**src/rtl/render_pkg.sv**
```systemverilog
// Shared state encoding and per-frame clear defaults for the framebuffer render scheduler.
package render_pkg;

    typedef enum logic [2:0] {
        ST_IDLE   = 3'd0,
        ST_CLEAR  = 3'd1,
        ST_START  = 3'd2,
        ST_RASTER = 3'd3,
        ST_DRAIN  = 3'd4
    } render_state_t;

    localparam int FB_CLEAR_DEFAULT = 0;
    localparam int DB_CLEAR_DEFAULT = 4095;

endpackage

```
**src/rtl/depth_test_pipe.sv**
```systemverilog
// Depth test for accepted fragments: read issued on accept, compare/write one cycle later,
// back-to-back same-address hazard forwarded. FB_RENDER_DEPTH_TEST_EN enables the test.
module depth_test_pipe #(
    parameter int ADDRW    = 15,
    parameter int FB_DATAW = 4,
    parameter int DB_DATAW = 12
) (
    input  logic                clk,
    input  logic                rst_n,
    input  logic                accept_en,
    input  logic                rast_valid,
    input  logic [ADDRW-1:0]    rast_addr,
    input  logic [FB_DATAW-1:0] rast_color,
    input  logic [DB_DATAW-1:0] rast_depth,
    output logic [ADDRW-1:0]    db_rd_addr,
    input  logic [DB_DATAW-1:0] db_rd_data,
    output logic                wr_vld,
    output logic [ADDRW-1:0]    wr_addr,
    output logic [FB_DATAW-1:0] wr_color,
    output logic [DB_DATAW-1:0] wr_depth
);

    logic                accept;
    logic                p_vld;
    logic [ADDRW-1:0]    p_addr;
    logic [FB_DATAW-1:0] p_color;
    logic [DB_DATAW-1:0] p_depth;
    logic                pass;

    assign accept = rast_valid && accept_en;

    always_ff @(posedge clk) begin
        if (!rst_n) begin
            p_vld   <= 1'b0;
            p_addr  <= '0;
            p_color <= '0;
            p_depth <= '0;
        end else begin
            p_vld <= accept;
            if (accept) begin
                p_addr  <= rast_addr;
                p_color <= rast_color;
                p_depth <= rast_depth;
            end
        end
    end

`ifdef FB_RENDER_DEPTH_TEST_EN
    logic                w_vld;
    logic [ADDRW-1:0]    w_addr;
    logic [DB_DATAW-1:0] w_depth;
    logic [DB_DATAW-1:0] stored_depth;

    // The memory read for this fragment raced the previous write; take that write's depth instead.
    always_ff @(posedge clk) begin
        if (!rst_n) begin
            w_vld   <= 1'b0;
            w_addr  <= '0;
            w_depth <= '0;
        end else begin
            w_vld   <= wr_vld;
            w_addr  <= p_addr;
            w_depth <= p_depth;
        end
    end

    assign stored_depth = (w_vld && (w_addr == p_addr)) ? w_depth : db_rd_data;
    assign pass         = p_depth < stored_depth;
    assign db_rd_addr   = accept ? rast_addr : '0;
`else
    logic unused_rd_data;
    assign unused_rd_data = ^db_rd_data;
    assign pass           = 1'b1;
    assign db_rd_addr     = '0;
`endif

    assign wr_vld   = p_vld && pass;
    assign wr_addr  = wr_vld ? p_addr  : '0;
    assign wr_color = wr_vld ? p_color : '0;
    assign wr_depth = wr_vld ? p_depth : '0;

endmodule

```
**src/rtl/fb_render_scheduler.sv**
```systemverilog
// Frame sequencer: clear fb/db one pixel per cycle, kick the rasteriser, depth-test fragments
// at one per cycle (write 1 cycle after accept), pulse frame_done. Macro: FB_RENDER_DEPTH_TEST_EN.
module fb_render_scheduler
    import render_pkg::*;
#(
    parameter int FB_WIDTH       = 160,
    parameter int FB_HEIGHT      = 120,
    parameter int FB_DATAW       = 4,
    parameter int DB_DATAW       = 12,
    parameter int FB_CLEAR_VALUE = FB_CLEAR_DEFAULT,
    parameter int DB_CLEAR_VALUE = DB_CLEAR_DEFAULT,
    localparam int FB_ADDRW      = $clog2(FB_WIDTH*FB_HEIGHT)
) (
    input  logic                clk,
    input  logic                rst_n,
    input  logic                frame_start,
    output logic                busy,
    output logic                frame_done,
    output logic                rast_start,
    input  logic                rast_done,
    input  logic                rast_valid,
    output logic                rast_ready,
    input  logic [FB_ADDRW-1:0] rast_addr,
    input  logic [FB_DATAW-1:0] rast_color,
    input  logic [DB_DATAW-1:0] rast_depth,
    output logic                fb_we,
    output logic [FB_ADDRW-1:0] fb_addr,
    output logic [FB_DATAW-1:0] fb_data,
    output logic                db_we,
    output logic [FB_ADDRW-1:0] db_addr,
    output logic [DB_DATAW-1:0] db_data,
    output logic [FB_ADDRW-1:0] db_rd_addr,
    input  logic [DB_DATAW-1:0] db_rd_data
);

    localparam logic [FB_ADDRW-1:0] LAST_ADDR = FB_ADDRW'(FB_WIDTH*FB_HEIGHT - 1);
    localparam logic [FB_DATAW-1:0] FB_CLR    = FB_DATAW'(FB_CLEAR_VALUE);
    localparam logic [DB_DATAW-1:0] DB_CLR    = DB_DATAW'(DB_CLEAR_VALUE);

    render_state_t       state;
    render_state_t       state_nxt;
    logic [FB_ADDRW-1:0] clr_cnt;
    logic                accept;

    logic                pipe_wr_vld;
    logic [FB_ADDRW-1:0] pipe_wr_addr;
    logic [FB_DATAW-1:0] pipe_wr_color;
    logic [DB_DATAW-1:0] pipe_wr_depth;

    always_ff @(posedge clk) begin
        if (!rst_n) begin
            state   <= ST_IDLE;
            clr_cnt <= '0;
        end else begin
            state <= state_nxt;
            if (state == ST_CLEAR) begin
                clr_cnt <= clr_cnt + 1'b1;
            end else begin
                clr_cnt <= '0;
            end
        end
    end

    assign accept = rast_valid && (state == ST_RASTER);

    always_comb begin
        state_nxt = state;
        case (state)
            ST_IDLE:   if (frame_start) state_nxt = ST_CLEAR;
            ST_CLEAR:  if (clr_cnt == LAST_ADDR) state_nxt = ST_START;
            ST_START:  state_nxt = ST_RASTER;
            // A fragment arriving with rast_done still gets accepted; the drain waits a cycle.
            ST_RASTER: if (rast_done && !accept) state_nxt = ST_DRAIN;
            ST_DRAIN:  state_nxt = ST_IDLE;
            default:   state_nxt = ST_IDLE;
        endcase
    end

    always_comb begin
        busy       = (state != ST_IDLE);
        rast_start = (state == ST_START);
        rast_ready = (state == ST_RASTER);
        frame_done = (state == ST_DRAIN);
        fb_we      = pipe_wr_vld;
        db_we      = pipe_wr_vld;
        fb_addr    = pipe_wr_addr;
        db_addr    = pipe_wr_addr;
        fb_data    = pipe_wr_color;
        db_data    = pipe_wr_depth;
        if (state == ST_CLEAR) begin
            fb_we   = 1'b1;
            db_we   = 1'b1;
            fb_addr = clr_cnt;
            db_addr = clr_cnt;
            fb_data = FB_CLR;
            db_data = DB_CLR;
        end
    end

    depth_test_pipe #(
        .ADDRW    (FB_ADDRW),
        .FB_DATAW (FB_DATAW),
        .DB_DATAW (DB_DATAW)
    ) u_depth_test_pipe (
        .clk        (clk),
        .rst_n      (rst_n),
        .accept_en  (rast_ready),
        .rast_valid (rast_valid),
        .rast_addr  (rast_addr),
        .rast_color (rast_color),
        .rast_depth (rast_depth),
        .db_rd_addr (db_rd_addr),
        .db_rd_data (db_rd_data),
        .wr_vld     (pipe_wr_vld),
        .wr_addr    (pipe_wr_addr),
        .wr_color   (pipe_wr_color),
        .wr_depth   (pipe_wr_depth)
    );

endmodule

```
**config.mk**
```make
export PLATFORM = sky130hd
export DESIGN_NAME = fb_render_scheduler
export DESIGN_NICKNAME = d
export VERILOG_FILES = /design/src/rtl/render_pkg.sv /design/src/rtl/depth_test_pipe.sv /design/src/rtl/fb_render_scheduler.sv
export SDC_FILE = /design/constraint.sdc
export NUM_CORES = 1
export LEC_CHECK = 0
export BUFFER_PORTS_ARGS = -buffer_cell sky130_fd_sc_hd__buf_2
export CORE_MARGIN = 5
export CORE_UTILIZATION = 48
export DETAILED_ROUTE_END_ITERATION = 8
export GPL_TIMING_DRIVEN = 0
export PLACE_DENSITY = 0.87
export SLEW_MARGIN = 20
export SYNTH_ARGS = -nofsm -noshare
export SYNTH_HDL_FRONTEND = slang
export SYNTH_SLANG_ARGS = --single-unit
```
**constraint.sdc**
```tcl
create_clock -name clk -period 1.7 [get_ports clk]
set_input_delay 0 -clock clk [delete_from_list [all_inputs] [get_ports clk]]
set_output_delay 0 -clock clk [all_outputs]
set_load 0.05 [all_outputs]
```
==> impl_results.md <==
* Drt pass-1 iters at 5
* Commonest non-fill, non-tap cells in the layout: 121 x nand2_1, 62 x buf_2, 47 x dfxtp_1
* Fin crit period at 1680 ps
* Post-route insts no fill at 569
* Element type at the critical path start: register
* Critical Path End Type: primary output
* Peak supply drop at 514 uV
* Final setup violation count at 0
* Layout filler cell count at 344
* Type of the most critical hold path: primary input to register
* Largest stage delay, worst path at 380 ps
* Clock-pin transition on the worst setup and hold timing paths at 90 ps
* Post-route core utilization at 73.9%
* Full die area at 7110 um^2
* CTS sink count at 50
* Buffer depth of the longest clock path at 2
* CP max-delay cell: dfxtp_2
* Crit path DAT at 1680 ps
* Top-Level Pins at 115
* Leakage power total at 1.75 nW
* Number of warnings issued by yosys at 0
* Starting DRC count in detailed routing at 264
* Endpoints failing hold at 0
* Total number of placement rows at 27
* Via count of the first global-routing pass at 3,015
* Number of port buffers at 86
* Die height at 84.3 um
* Routed via count at 3,069
* Maximum number of pins on one net before global-route repair at 17
* Post-synthesis cell type count at 44
* Outcome: finished clean
* RePlAce Congestion at 0.784
* Area delta synth->final at 51.6%
* Classification of the worst setup path: register to primary output
* Drc violations at 0
* Leading cell type in the layout, fill and taps excluded: nand2_1
* Crit path buffers/inverters at 5
* Worst-path maximum fanout at 8
* Slew Limit Fails at 0
* Via density at 5.39
* CTS buffer count at 5
* Number of nets still failing antenna checks after routing at 0
* Critical path data required time at 1700 ps
* Clock latency on the worst-skew pair at 310 ps
* Cell count after placement at 525
* Final worst slack at 21.8 ps
* Share of synthesized area occupied by flip-flops and latches at 37.8%
* Instance count of the mapped netlist at 353
* Final routed wire length divided by cell count at 16.3 um
* Total global routing track utilization at 25.3%
* Chip width at 84.3 um
* Clock tree root driver cell: clkbuf_8
* Overflow left after global routing at 0
* Smallest hold slack at 28.0 ps
* Number of maximum-capacitance constraint violations at 0
* Mapped Area at 2650 um^2
* Final worst-path cycle share at 98.7%
* Wire length of the first global-routing pass at 14,600 um
* Number of nets in the finished design at 545
* Mean instance size in the synthesized netlist at 7.51 um^2
* Layout cells sized above 1 at 35.2%
* Final Routed Wirelength at 9290 um
* CTS HTree Levels at 2
* Setup TNS after final layout at 0 ps
* Area of the core region at 5440 um^2
* Final HPWL DP at 5180 um
* Clock tree from TritonCTS: yes
* Cell chain of the critical path: nor3b_4 > buf_6 > buf_8 > buf_4 > o21ai_2 > buf_4 > buf_8
* Post-placement worst setup slack at -111 ps
* Number of antenna violations at the first check in global routing at 0
* Dominant delay contributor by cell family on the critical path: buffers and inverters
* Starting density of the core at 48.7%
* Ant diodes at 0
* Pwr dens at 625 nW/um^2
* Achievable frequency at 596 MHz
* Worst Skew at 4.96 ps
* Synthesis-stage register bit count at 50
logic make-up (layout without fill, tap and decap cells):
family | count (synthesis) | after routing | synth area share, %
other | 1 | 15 | 0.141
buffers and inverters | 58 | 188 | 13.3
AND/OR/NAND/NOR | 176 | 176 | 30.7
XOR/XNOR | 3 | 3 | 0.991
flip-flops | 50 | 50 | 37.8
adder cells (fa/ha/maj) | 1 | 1 | 0.472
multiplexers | 5 | 5 | 1.89
AO/OA/AOI/OAI | 59 | 59 | 14.8
where the power goes:
part	switching (mW)	internal (mW)	leakage (nW)
combinational	0.287	0.184	1.29
clock	0.424	0.442	0.0585
sequential	0.00479	1.17	0.405
state kept, by name (all words and copies together), names as in the netlist:
name	flops
u_depth_test_pipe.wr_vld	1
u_depth_test_pipe.p_color	4
state	3
clr_cnt	15
u_depth_test_pipe.p_addr	15
u_depth_test_pipe.p_depth	12
worst reg2reg max path: stages (launching register included):
cell and delay (ps):
dfxtp_1 440, ha_1 270, nand3_4 170, nor4_1 360
mux2i_1 270
what timing repair did:
item	4_1_cts	5_1_grt
buffers inserted	3	0
hold endpoints to repair	32	0
resized for setup	69	35
pin swaps	1	1
cloned	2	0
hold buffers	32	0
endpoints found under the setup margin	40	42
metrics by stage:
step | instance area (um^2) | total power, mW
3_3_place_gp | 3240 | 1.55
3_5_place_dp | 3240 | 1.55
2_1_floorplan | 2720 | 1.47
4_1_cts | 3930 | 2.48
5_1_grt | 4020 | 2.58
6_report | 4020 | 2.51
final timing paths:
path,start,endpoint,slack [ps],depth (start not counted)
hold / removal,rast_valid,state[2],30,3
hold reg to reg,u_depth_test_pipe.p_addr[13],u_depth_test_pipe.p_addr[13],460,2
setup reg to reg,clr_cnt[1],clr_cnt[10],110,4
setup / recovery,state[2],fb_addr[9],20,7
routing by layer:
metal / track usage, % / vias to the layer above / part of all wire (%)
met3: 6.08 / 49 / 6.3
met2: 46.4 / 175 / 51
met4: 12.9 / 0 / 5.1
met5: 0 / - / 0
li1: - / 1409 / -
met1: 26.6 / 1436 / 38
synth_stat cells:
library cell	count	area share, %
nand2_1	124	18
dfxtp_1	50	38
buf_4	31	8.8
a21boi_0	26	7.4
o21ai_0	15	2.8
clkbuf_1	12	1.7
buf_2	8	1.5
and3_1	6	1.4
nand3_1	6	1.1
a21boi_1	5	1.4
a21oi_1	5	0.94
inv_1	5	0.71
mux2i_1	5	1.9
nand2b_1	5	1.2
nor2_1	5	0.71
nor4_1	5	1.2
nor3_1	3	0.57
o31ai_1	3	0.85
or3_1	3	0.71
or4_1	3	0.85
and2_1	2	0.47
nand3b_1	2	0.57
o21ai_1	2	0.38
xnor2_1	2	0.66
a31o_2	1	0.33
a41oi_1	1	0.33
and4b_1	1	0.38
and4bb_2	1	0.47
buf_1	1	0.14
buf_6	1	0.42
conb_1	1	0.14
ha_1	1	0.47
nand2_2	1	0.24
nand3_2	1	0.38
nand4_1	1	0.24
nand4_4	1	0.80
nand4b_1	1	0.33
nor2b_1	1	0.24
nor3b_2	1	0.47
nor4b_1	1	0.33
o2111ai_1	1	0.33
or2_2	1	0.24
or3_2	1	0.28
xor2_1	1	0.33
layout make-up:
| class | count | area (um^2) | area share, % |
|---|---|---|---|
| inverters | 5 | 18.8 | 0.467 |
| flip-flops and latches | 50 | 1010 | 25.1 |
| well taps | 72 | 90.1 | 2.24 |
| multi-input cells | 259 | 1450 | 36.0 |
| clock buffers | 5 | 68.8 | 1.71 |
| clock inverters | 3 | 43.8 | 1.09 |
| plain buffers | 52 | 368 | 9.15 |
| repair buffers | 123 | 975 | 24.2 |
Note: power is estimated with default switching activity, not from simulation.
